**config.mk**
```make
export PLATFORM = sky130hd
export DESIGN_NAME = uart_tx
export DESIGN_NICKNAME = d
export VERILOG_FILES = /design/src/rtl/uart_tx_pkg.sv /design/src/rtl/uart_baud_timer.sv /design/src/rtl/uart_tx.sv
export SDC_FILE = /design/constraint.sdc
export NUM_CORES = 1
export LEC_CHECK = 0
export CORE_MARGIN = 3
export CORE_UTILIZATION = 32
export CTS_BUF_LIST = sky130_fd_sc_hd__clkbuf_4 sky130_fd_sc_hd__clkbuf_8 sky130_fd_sc_hd__clkbuf_16
export DETAILED_ROUTE_END_ITERATION = 8
export GPL_ROUTABILITY_DRIVEN = 1
export GPL_TIMING_DRIVEN = 1
export SKIP_LAST_GASP = 1
export SLEW_MARGIN = 20
export SYNTH_ARGS = -nofsm -noshare
export SYNTH_HDL_FRONTEND = slang
export SYNTH_SLANG_ARGS = --single-unit
```
**constraint.sdc**
```tcl
create_clock -name clk -period 3.2 [get_ports clk]
set_clock_uncertainty 0.05 [all_clocks]
set_input_delay 0.32 -clock clk [delete_from_list [all_inputs] [get_ports clk]]
set_output_delay 0.32 -clock clk [all_outputs]
set_load 0.01 [all_outputs]
```
**src/rtl/uart_tx_pkg.sv**
```systemverilog
// ---------------------------------------------------------------------------
// uart_tx_pkg
// Definitions shared by the UART transmitter and receiver: the 2-bit frame
// FSM state encoding, the minimum legal bit period and the frame geometry.
// ---------------------------------------------------------------------------
package uart_tx_pkg;

    typedef enum logic [1:0] {
        ST_IDLE  = 2'd0,
        ST_START = 2'd1,
        ST_DATA  = 2'd2,
        ST_STOP  = 2'd3
    } uart_state_e;

    // Bit periods below this are promoted to it; one-cycle bits would leave
    // the receiver no mid-bit sampling point.
    localparam int MIN_CPD   = 2;

    localparam int DATA_BITS = 8;

endpackage

```
**src/rtl/uart_baud_timer.sv**
```systemverilog
// ---------------------------------------------------------------------------
// uart_baud_timer
// Bit-period timer. An up-counter that runs from 0 to period-1 and wraps,
// flagging the last cycle of each period on bit_tick. The owner holds clear
// whenever the line is idle so the first period starts from a known phase.
//
// Ports
//   clk       in   1          system clock, rising edge
//   resetn    in   1          asynchronous active-low reset
//   clear     in   1          force the count back to zero next cycle
//   period    in   CPD_WIDTH  cycles per bit (caller guarantees >= 2)
//   bit_tick  out  1          high on the last cycle of each period
// ---------------------------------------------------------------------------
module uart_baud_timer #(
    parameter int CPD_WIDTH = 10
) (
    input  logic                 clk,
    input  logic                 resetn,
    input  logic                 clear,
    input  logic [CPD_WIDTH-1:0] period,
    output logic                 bit_tick
);

    logic [CPD_WIDTH-1:0] cnt_q;
    logic [CPD_WIDTH-1:0] cnt_d;

    always_comb begin
        bit_tick = (cnt_q == (period - CPD_WIDTH'(1)));
        cnt_d    = cnt_q + CPD_WIDTH'(1);
        // Wrapping at the terminal count means the counter can never run
        // past period-1, so no overflow handling is needed.
        if (clear || bit_tick) begin
            cnt_d = '0;
        end
    end

    always_ff @(posedge clk or negedge resetn) begin
        if (!resetn) begin
            cnt_q <= '0;
        end else begin
            cnt_q <= cnt_d;
        end
    end

endmodule

```
**src/rtl/uart_tx.sv**
```systemverilog
// ---------------------------------------------------------------------------
// uart_tx
// UART transmitter, 8 data bits, no parity, STOP_BITS stop bits, LSB first,
// idle-high line. A one-byte holding register lets the next byte be queued
// while the current frame shifts out; a queued byte follows the previous
// stop bit with no idle gap. The bit period is sampled at each frame start.
//
// Ports
//   clk                 in   1          system clock, rising edge
//   resetn              in   1          asynchronous active-low reset
//   cycles_per_databit  in   CPD_WIDTH  clock cycles per bit (0/1 act as 2)
//   tx_data             in   8          byte to send
//   tx_load             in   1          write strobe, taken when tx_ready=1
//   tx_ready            out  1          holding register empty
//   tx_line             out  1          serial output (registered)
//   tx_busy             out  1          a frame is on the line
//   tx_done             out  1          pulse on the last cycle of a frame
//
// State     | Meaning
// ----------+---------------------------------------------------------------
// ST_IDLE   | line high, timer held clear, waiting for a queued byte
// ST_START  | start bit (line low) for one bit period
// ST_DATA   | eight data bits, LSB first, one bit period each
// ST_STOP   | STOP_BITS stop bits (line high); chain or return to idle
// ---------------------------------------------------------------------------
module uart_tx
    import uart_tx_pkg::*;
#(
    parameter int CPD_WIDTH = 10,
    parameter int STOP_BITS = 1
) (
    input  logic                 clk,
    input  logic                 resetn,
    input  logic [CPD_WIDTH-1:0] cycles_per_databit,
    input  logic [7:0]           tx_data,
    input  logic                 tx_load,
    output logic                 tx_ready,
    output logic                 tx_line,
    output logic                 tx_busy,
    output logic                 tx_done
);

    uart_state_e          state_q, state_d;
    logic [7:0]           shift_q, shift_d;
    logic [7:0]           hold_q, hold_d;
    logic                 hold_full_q, hold_full_d;
    logic [2:0]           idx_q, idx_d;
    logic                 stop_idx_q, stop_idx_d;
    logic [CPD_WIDTH-1:0] period_q, period_d;
    logic                 line_q, line_d;

    logic                 bit_tick;
    logic                 timer_clear;
    logic                 drain;
    logic                 done;
    logic                 stop_last;
    logic [CPD_WIDTH-1:0] period_eff;

    assign period_eff = (cycles_per_databit < CPD_WIDTH'(MIN_CPD))
                        ? CPD_WIDTH'(MIN_CPD) : cycles_per_databit;

    // With a single stop bit the first stop period is already the last one.
    assign stop_last  = (STOP_BITS < 2) || stop_idx_q;

    assign tx_ready   = ~hold_full_q;
    assign tx_busy    = (state_q != ST_IDLE);
    assign tx_line    = line_q;
    assign tx_done    = done;

    uart_baud_timer #(
        .CPD_WIDTH (CPD_WIDTH)
    ) u_baud_timer (
        .clk      (clk),
        .resetn   (resetn),
        .clear    (timer_clear),
        .period   (period_q),
        .bit_tick (bit_tick)
    );

    // line_d is the value the line takes in the next state, so the line flop
    // and the state flop change on the same edge.
    always_comb begin
        state_d     = state_q;
        shift_d     = shift_q;
        hold_d      = hold_q;
        hold_full_d = hold_full_q;
        idx_d       = idx_q;
        stop_idx_d  = stop_idx_q;
        period_d    = period_q;
        line_d      = line_q;
        timer_clear = 1'b0;
        drain       = 1'b0;
        done        = 1'b0;

        case (state_q)
            ST_IDLE: begin
                timer_clear = 1'b1;
                line_d      = 1'b1;
                if (hold_full_q) begin
                    drain    = 1'b1;
                    shift_d  = hold_q;
                    period_d = period_eff;
                    state_d  = ST_START;
                    line_d   = 1'b0;
                end
            end

            ST_START: begin
                if (bit_tick) begin
                    state_d = ST_DATA;
                    idx_d   = 3'd0;
                    line_d  = shift_q[0];
                end
            end

            ST_DATA: begin
                if (bit_tick) begin
                    shift_d = {1'b0, shift_q[7:1]};
                    idx_d   = idx_q + 3'd1;
                    if (idx_q == 3'(DATA_BITS - 1)) begin
                        state_d    = ST_STOP;
                        stop_idx_d = 1'b0;
                        line_d     = 1'b1;
                    end else begin
                        line_d     = shift_q[1];
                    end
                end
            end

            ST_STOP: begin
                if (bit_tick) begin
                    if (stop_last) begin
                        done        = 1'b1;
                        timer_clear = 1'b1;
                        if (hold_full_q) begin
                            drain    = 1'b1;
                            shift_d  = hold_q;
                            period_d = period_eff;
                            state_d  = ST_START;
                            line_d   = 1'b0;
                        end else begin
                            state_d  = ST_IDLE;
                            line_d   = 1'b1;
                        end
                    end else begin
                        stop_idx_d = 1'b1;
                    end
                end
            end

            default: begin
                state_d = ST_IDLE;
                line_d  = 1'b1;
            end
        endcase

        // An accepted load wins over a drain in the same cycle: the old byte
        // has already moved to the shift register and the new one is kept.
        if (tx_load && tx_ready) begin
            hold_d      = tx_data;
            hold_full_d = 1'b1;
        end else if (drain) begin
            hold_full_d = 1'b0;
        end
    end

    always_ff @(posedge clk or negedge resetn) begin
        if (!resetn) begin
            state_q     <= ST_IDLE;
            shift_q     <= '0;
            hold_q      <= '0;
            hold_full_q <= 1'b0;
            idx_q       <= '0;
            stop_idx_q  <= 1'b0;
            period_q    <= CPD_WIDTH'(MIN_CPD);
            line_q      <= 1'b1;
        end else begin
            state_q     <= state_d;
            shift_q     <= shift_d;
            hold_q      <= hold_d;
            hold_full_q <= hold_full_d;
            idx_q       <= idx_d;
            stop_idx_q  <= stop_idx_d;
            period_q    <= period_d;
            line_q      <= line_d;
        end
    end

endmodule

```
* Word level (Yosys, flattened, before mapping) *
Cells that the tools add are included.

operators by class
  add/sub/neg operators = 3
  $lt $le $gt $ge = 1
  equal/unequal tests = 10
  multiplexer cells = 33
  bitwise operators = 1
  reductions and logical operators = 13

operators by type and width
  kind                                                         number
  2-to-1 mux 10 bit                                            4
  2-to-1 mux 8 bit                                             3
  one-hot mux 8 bit (3 select lines)                           1
  one-hot mux 10 bit (2 select lines)                          1
  2-to-1 mux 1 bit                                             12
  adder 10 x 1 -> 10 bit, second input constant                1
  == test 10 bit                                               1
  less-than comparator 10 x 2 -> 1 bit, second input constant  1
  2-to-1 mux 2 bit                                             5
  inequality test 2 bit, second input constant                 5
  subtractor 10 x 1 -> 10 bit, second input constant           1
  AND reduction 3 bit                                          3
  one-hot mux 2 bit (4 select lines)                           1
  nonzero test 2 bit                                           4
  2-to-1 mux 3 bit                                             2
  one-hot mux 3 bit (2 select lines)                           1
  AND reduction 5 bit                                          1
  == test 2 bit, second input constant                         2
  one-hot mux 1 bit (2 select lines)                           2
  one-hot mux 1 bit (4 select lines)                           1
  adder 3 x 1 -> 3 bit, second input constant                  1
  == test 3 bit, second input constant                         1
  nonzero test 3 bit                                           1
  == test 2 x 1 -> 1 bit, second input constant                1
  other kinds (5)                                              5

word-level totals
  flip-flop bits (word level) = 43
  input bits = 21
  output and inout bits = 4
  logic and storage cells = 69

* Depth between registers and ports, before layout *
Gate-level depths: netlist of the first run.

  word-level depth = 6
  mapped depth = 10
  depth with buffers taken out = 9

* By module *
Synthesis of the first run repeated with hierarchy kept, for this count alone.

second synthesis, totals
  cell total of the unflattened synthesis = 214
  area, all modules = 2431.1 µm²

by module, submodules not included
  module           instances  cells an instance  area an instance (µm²)  seq. area each (µm²)
  uart_tx          1          119                1595.3                  828.3
  uart_baud_timer  1          95                 835.8                   250.2

* Worst setup path before layout of the first run *
No wires, ideal clock.

  path kind = reg2reg
  start point = register period_q[1]
  end point = register shift_q[0]
  library setup time = 0.125 ns
  arrival time = 2.963 ns
  required time = 3.025 ns
  slack = 0.062 ns
  stages on the path, launching flop included = 10
  path buffers = 0
  clock period less this slack = 3.138 ns
  cell sequence = dfstp_2 inv_1 ha_1 or4_1 mux2i_1 o211ai_1 a2111oi_4 nand2_4 a211oi_4 mux2_2

on the way
  cells in the longest elaborated chain, start to end = 4
  elaborated cells between the ends (all ways) = 5
  those cells by class = add/sub: 1; eq/ne: 3; reduce/logical: 1

ends and longest elaborated chain
  element                          RTL line               source
  from (decl)                      uart_tx.sv:49          logic [CPD_WIDTH-1:0] period_q, period_d;
  from (signal assigned)           uart_tx.sv:175         period_q <= CPD_WIDTH'(MIN_CPD);
  from (signal assigned)           uart_tx.sv:184         period_q <= period_d;
  subtractor 10 x 1 -> 10 bit *    uart_baud_timer.sv:28  bit_tick = (cnt_q == (period - CPD_WIDTH'(1)));
  == test 10 bit *                 uart_baud_timer.sv:28
  inequality test 2 bit (no line)  -
  AND reduction 3 bit (no line) *  -
  to (signal assigned)             uart_tx.sv:179         shift_q <= shift_d;
  to (decl)                        uart_tx.sv:44          logic [7:0] shift_q, shift_d;

Mark *: on every way between the ends. The rest lies on a longest branch, timed or not.
A chain may end at the register's enable or synchronous reset.

* Worst setup path after layout of the first run *
  start point = register period_q[1]
  end point = register shift_q[4]

The elaborated chain is that of the path after synthesis.

==> impl_results.md, run 1 <==
* Actual slew at the worst max-slew pin at between 0.8 and 0.9 ns
* Syn Area/Cell at 10.95 sq um
* R2R Path End: shift_q[4]
* Die Span Y at 93.74 um
* Total Power Consumption at roughly 0.0029 W
* Tcrit/Tclk final at between 90% and 100%
* RSZ-0062 raised after global routing: false
* First-pass GRT wire length at 8611 um
* Row count at 31
* Setup CP Type: reg2reg
* Clk root buf: clkbuf_8
* Initial antenna violation count at 0
* Worst EP required at 3.34 ns
* Port bufs at 24
* Layout net count at 290
* Unique masters post-synth at 50
* Detailed placement HPWL at 3701 um
* Comb pwr share at 49.6%
* CTS buffer count at 5
* Worst Path Max Fanout at 8
* Layout fillers at about 730
* Slew HR at 44.16%
* Fraction of layout cells with a size suffix above 1 at 22.31%
* Syn Std Cell Area at 2464 sq um
* Register share of total power at a little over a third
* Status: finished, violations left
* Drt via density at 4.986
* Cells after DPL at 348
* Total GRT Usage at 12.30%
* Routability cong. at 0.8477
* PD cells at 951.0 nW/um^2
* Number of flops mapped to enable cells by yosys at 0
* Leakage at 1.265 nW
* Initial core utilization at about a third
* Die width at 93.74 um
* CP Capture Type: flip-flop
* Hold Worst Slack at -0.03755 ns
* Async SR Flop Fraction at between 90% and 100%
* Die area at 8787 sq um
* Flop2flop setup slack at 0.13 ns
* Initial DRT Pass Iterations at 4
* Max Root-Sink Buffers at 2
* Yosys warnings at 0
* Worst skew pair latency at 0.31 ns
* Max-slew violations at 0
* Maximum vdd drop at 0.3361 mV
* Initial DRC count at 92
* H-tree Lvls at 2
* Reg2Reg Launch Point: period_q[1]
* Main flop type after synthesis: dfrtp_1
* Area of the core at ~7400 sq um
* Synth Instances at 225
* Final hold vios at 23
* Seq/Total Area, Yosys at 43.78%
* Reg2reg path depth at 10
* Sink Count at 43
* Routed Antenna Nets at 0
* Clock Power Share at 15.3%
* Setup TNS at 0 ns
* Net switching power at 0.001103 W
* Io pins at 25
* Total gr overflow at 0
* CTS tree: done
* Vias after detailed routing at ~1,800
* Sw Share at 38.53%
* Drt wl/cell at roughly 14 um
* Syn_nets at 256
* Cell Count, Final, Fillers Out at approximately 360
* Post-Route WL at 5101 um
* Worst hold path type: in2async
* Largest net degree at the start of global routing at 44
* Ant. Diodes at 0
* Post-CTS Hold Fix Bufs at 0
* Setup-failing EPs final at 0
* Post-route DRC violation count at 0
* P_int at 0.001760 W
* CP Launch Type: flip-flop
* Area grow syn2layout at 22.19%
* Tmin final at 3.066 ns
* Worst Path Arrival at around 3.2 ns
* Flops & latches, synth at 43
* Failing checks: hold timing
* Vias in the first global route at 1,812
* Design area at 3010 sq um
* Max-cap violations at 0
* Placed cell area at around 2800 sq um
* Reg clk slew, reported paths at 0.09 ns
* Max Freq at 0.3262 GHz
cell families after synthesis:
kind of cell | synth area share [%]
simple gates | 13.51
compound gates | 12.39
mux | 15.79
flops | 43.78
fa+ha+maj | 5.079
xor+xnor | 6.755
buf+inv | 2.692
flip-flops by register name, indices dropped and copies added (netlist names):
register and count:
hold_full_q 1, hold_q 8, idx_q 3, period_q 10, shift_q 8, state_q 2, tx_line 1, u_baud_timer.cnt_q 10
power by group through the flow:
stage	clock (W)	sequential [W]	combinational (W)
after floorplan	0	0.000942	0.00107
after global placement	0	0.00102	0.00135
after detailed placement	0	0.00103	0.00137
after CTS	0.000452	0.00101	0.00138
after global routing	0.000470	0.00105	0.00158
final	0.000439	0.00100	0.00142
through the flow:
stage	setup WS [ns]	util (%)
6_report	0.1339	40.85
5_1_grt	0.02296	40.85
4_1_cts	0.002121	40.14
3_5_place_dp	0.03027	38.62
3_3_place_gp	0.08360	38.62
2_1_floorplan	0.06198	-
what timing repair did:
item                       in CTS  in global routing
setup endpoints to repair       1                  9
pin swaps                       0                  2
resized for setup               1                  2
setup buffers                   0                  2
how the worst max path moves through the flow:
stage,start,end,slack (ns),depth (start not counted)
2_1_floorplan,period_q[1],shift_q[0],0.06,9
5_1_grt,period_q[1],shift_q[3],0.02,10
3_5_place_dp,period_q[1],shift_q[4],0.03,10
4_1_cts,period_q[1],shift_q[4],0.002,10
3_3_place_gp,period_q[1],shift_q[4],0.08,10
6_report,period_q[1],shift_q[4],0.13,10
area by class of cell:
type                       instances  area, sq um  area share [%]
clock buffer                       5        68.82           2.286
clock inverter                     3        43.79           1.455
inverter                          10        37.54           1.247
multi-input combinational        165         1325           44.01
sequential                        43         1079           35.83
tap                               99        123.9           4.115
timing repair buffer              34        332.8           11.06
layout by cell type (no fill, tap or decap), types with 2 or more instances in the layout:
cell,netlist,routed
ha_1,10,10
dfrtp_1,41,41
nand3_1,9,9
nand2_1,7,7
o21a_1,2,2
xnor2_1,6,6
mux2_2,29,29
mux2i_1,4,4
buf_4,0,8
nor2_1,21,21
nand2b_1,3,3
dfstp_2,2,2
a2bb2oi_2,1,2
o221ai_1,2,2
nor2b_1,2,2
nor3_1,6,6
or4_1,2,2
clkbuf_8,0,5
clkdlybuf4s50_1,0,22
o211ai_1,6,6
mux2_1,2,2
and3_1,2,2
nor4_1,2,2
a21oi_1,4,4
xor2_1,13,13
a211oi_1,4,4
o21ai_0,5,5
inv_1,10,10
synthesized netlist by cell type, types with 3 or more instances:
| cell | count | area (sq um) |
|---|---|---|
| nand2_1 | 7 | 26.28 |
| xnor2_1 | 6 | 52.55 |
| mux2i_1 | 4 | 40.04 |
| clkbuf_1 | 4 | 15.01 |
| nand2b_1 | 3 | 18.77 |
| o211ai_1 | 6 | 45.04 |
| nor3_1 | 6 | 30.03 |
| nand3_1 | 9 | 45.04 |
| ha_1 | 10 | 125.1 |
| a21oi_1 | 4 | 20.02 |
| dfrtp_1 | 41 | 1026 |
| xor2_1 | 13 | 113.9 |
| a211oi_1 | 4 | 30.03 |
| mux2_2 | 29 | 326.6 |
| o21ai_0 | 5 | 25.02 |
| inv_1 | 10 | 37.54 |
| nor2_1 | 21 | 78.83 |
layer usage:
layer	up-vias	share of wire [%]	track usage (%)
met5	-	0	0
met4	0	2.0	4.573
met3	10	2.6	2.564
met2	31	45	19.10
met1	870	50	16.83
li1	879	-	-
critical path, stage by stage (launching register included):
cell and delay (ns):
dfstp_2 0.53, inv_1 0.05, ha_1 0.18, or4_1 0.51, mux2i_1 0.14, o211ai_1 0.15
a2111oi_4 0.50, nand2_4 0.10, a211oi_4 0.23, buf_6 0.17, mux2_2 0.34
No activity file was read; power rests on OpenSTA's default activity.
==> inputs of run 2 (changes only) <==
--- a/config.mk
+++ b/config.mk
@@ -10,9 +10,9 @@
 export CTS_BUF_LIST = sky130_fd_sc_hd__clkbuf_4 sky130_fd_sc_hd__clkbuf_8 sky130_fd_sc_hd__clkbuf_16
 export DETAILED_ROUTE_END_ITERATION = 8
 export GPL_ROUTABILITY_DRIVEN = 1
-export GPL_TIMING_DRIVEN = 1
+export GPL_TIMING_DRIVEN = 0
 export SKIP_LAST_GASP = 1
-export SLEW_MARGIN = 20
+export SLEW_MARGIN = 15
 export SYNTH_ARGS = -nofsm -noshare
 export SYNTH_HDL_FRONTEND = slang
 export SYNTH_SLANG_ARGS = --single-unit
==> run 2 against run 1 <==
  * The run now ends clean
  * Core utilization increased by 1.3 points
  * Flip-flop and latch count unchanged
  * First-iteration DRC count increased by 17%
==> impl_results.md, run 2 (synthesized netlist as in run 1, its figures left out) <==
* Status: finished, final reports clean
* Vias after detailed routing at 1,816 (+1.5%)
* Total Power Consumption at 0.003011 W (+5.2%)
* Routability cong. at 0.8170 (-3.6%)
* Area grow syn2layout at 26.05%
* WP buf/inv at 2 (unchanged)
* Most frequent cells in the layout: dfrtp_1 (41), clkdlybuf4s50_1 (22), nor2_1 (21), mux2_2 (21), xor2_1 (13)
* Ant. Diodes at 0 (unchanged)
* Sink Count at 43 (unchanged)
* Tmin final at 3.138 ns (+0.07167 ns)
* Tcrit/Tclk final at 98.05% (+2.2 points)
* CTS tree: done
* Initial core utilization at 33.43% (unchanged)
* Maximum vdd drop at 0.4993 mV (+49%)
* Area of the core at 7370 sq um (unchanged)
* Initial DRT Pass Iterations at 4 (unchanged)
* Max Freq at 0.3187 GHz (-2.3%)
* Slew HR at 61.71% (+18 points)
* Hold Worst Slack at 0.4003 ns (+0.4378 ns)
* Leading cell type in the layout, fill and taps excluded: dfrtp_1
* Io pins at 25 (unchanged)
* Post-Route WL at 5121 um (+0.39%)
* Fraction of layout cells with a size suffix above 1 at 23.60% (+1.3 points)
* PD cells at 969.7 nW/um^2 (+2.0%)
* Largest net degree at the start of global routing at 32 (-27%)
* Total gr overflow at 0 (unchanged)
* Total GRT Usage at 12.41% (+0.11 points)
* Drt via density at 4.962 (-0.49%)
* Worst EP required at 3.33 ns (about the same)
* Design area at 3105 sq um (+3.2%)
* Port bufs at 24 (unchanged)
* Max-slew violations at 0 (unchanged)
* Slack of the critical path at 0.06227 ns (-0.07167 ns)
* Placed cell area at 2843 sq um (-0.13%)
* First-pass GRT wire length at 8749 um (+1.6%)
* Place WS at -0.2490 ns (-0.2792 ns)
* Setup CP Type: reg2reg
* Worst-path cell chain: inv_2 > ha_4 > or4_1 > mux2i_1 > o211ai_1 > a2111oi_4 > buf_4 > and3_4 > a2bb2oi_4 > mux2_4
* Worst Path Max Fanout at 5 (-3)
* Slowest cell on crit path: dfstp_2
* Worst Path Arrival at 3.27 ns (+0.06 ns)
* Initial antenna violation count at 0 (unchanged)
* Final hold vios at 0 (-100%)
* Clk root buf: clkbuf_8
* Largest regs: period_q: 10 flops, u_baud_timer.cnt_q: 10 flops
* Routed Antenna Nets at 0 (unchanged)
* Vias in the first global route at 1,845 (+1.8%)
* Actual slew at the worst max-slew pin at 0.5700 ns (-0.2659 ns)
* RSZ-0062 raised after global routing: true
* CP Launch Type: flip-flop
* Die width at 93.74 um (unchanged)
* Reg clk slew, reported paths at 0.09 ns (about the same)
* Detailed placement HPWL at 3703 um (about the same)
* Worst skew pair latency at 0.29 ns (-0.02 ns)
* CP Capture Type: flip-flop
* Setup TNS at 0 ns (unchanged)
* Drt wl/cell at 13.99 um (-1.5%)
* Die area at 8787 sq um (unchanged)
* Post-route DRC violation count at 0 (unchanged)
* Delay of the slowest critical-path stage at 0.58 ns (+0.05 ns)
* Leakage at 1.311 nW (+3.6%)
* Row count at 31 (unchanged)
* Crit-path leading delay family: compound AO/OA/AOI/OAI gates
* Worst hold path type: in2async
* H-tree Lvls at 2 (unchanged)
* Die Span Y at 93.74 um (unchanged)
* Layout net count at 297 (+2.4%)
* Setup-failing EPs final at 0 (unchanged)
* Max Root-Sink Buffers at 2 (unchanged)
* CTS buffer count at 5 (unchanged)
* Max-cap violations at 0 (unchanged)
* Initial DRC count at 108 (+17%)
run 2: where the power goes:
| part | internal, W | leakage (nW) | total (W) | switching, W |
|---|---|---|---|---|
| clock network | 0.000233 | 0.0581 | 0.000430 | 0.000197 |
| logic | 0.000846 | 0.727 | 0.00159 | 0.000739 |
| registers | 0.000786 | 0.526 | 0.000997 | 0.000211 |
| total | 0.00186 | 1.31 | 0.00301 | 0.00115 |
run 2: worst register-to-register path, delay by kind of cell (launching register included):
kind / cells / cell delay (ns)
AOI/OAI and AO/OA: 3 / 0.87
and+or+nand+nor: 2 / 0.69
DFF: 1 / 0.58
muxes: 2 / 0.44
buffers and inverters: 2 / 0.25
adders and majority gates: 1 / 0.16
run 2: final cells by class:
class / count / area, sq um
buffer: 7 / 28.78
tap: 99 / 123.9
inverter: 10 / 37.54
sequential: 43 / 1079
clock buffer: 5 / 68.82
multi-input combinational: 165 / 1388
fill: 730 / 4264
timing repair buffer: 34 / 336.6
clock inverter: 3 / 43.79
run 2: per-layer routing:
metal | wire length, um | up-vias | track usage [%]
met2 | 2372 | 24 | 18.69
met4 | 80 | 0 | 5.415
li1 | - | 895 | -
met5 | 0 | - | 0
met1 | 2526 | 890 | 17.15
met3 | 142 | 7 | 2.564
run 2: repair_timing:
item | in CTS | in global routing
endpoints found under the hold margin | 11 | 0
gates resized for setup | 2 | 14
buffers inserted | 4 | 4
pin swaps | 4 | 6
endpoints found under the setup margin | 18 | 27
hold buffers | 1 | 0
run 2: worst paths after layout:
path	from	to	slack [ns]	depth (start not counted)
max	period_q[1]	state_q[1]	0.06	10
min	resetn	idx_q[0]	0.40	2
min in group clk	tx_line	tx_line	0.43	2
max reg2reg	period_q[1]	state_q[1]	0.06	10
max in group asynchronous	resetn	period_q[1]	2.16	3
min reg2reg	tx_line	tx_line	0.43	2
run 2: metrics by stage:
step           cells  util [%]
2_1_floorplan    225         -
3_3_place_gp     348     38.37
3_5_place_dp     349     38.57
4_1_cts          362     40.88
5_1_grt          366     42.14
6_report         366     42.14
==> inputs of run 3 (changes only) <==
--- a/config.mk
+++ b/config.mk
@@ -12,7 +12,7 @@
 export GPL_ROUTABILITY_DRIVEN = 1
 export GPL_TIMING_DRIVEN = 0
 export SKIP_LAST_GASP = 1
-export SLEW_MARGIN = 15
+export SLEW_MARGIN = 20
 export SYNTH_ARGS = -nofsm -noshare
 export SYNTH_HDL_FRONTEND = slang
 export SYNTH_SLANG_ARGS = --single-unit
==> results of run 3 <==
Same layout as run 2: the final DEF is identical, and so are final timing and power.
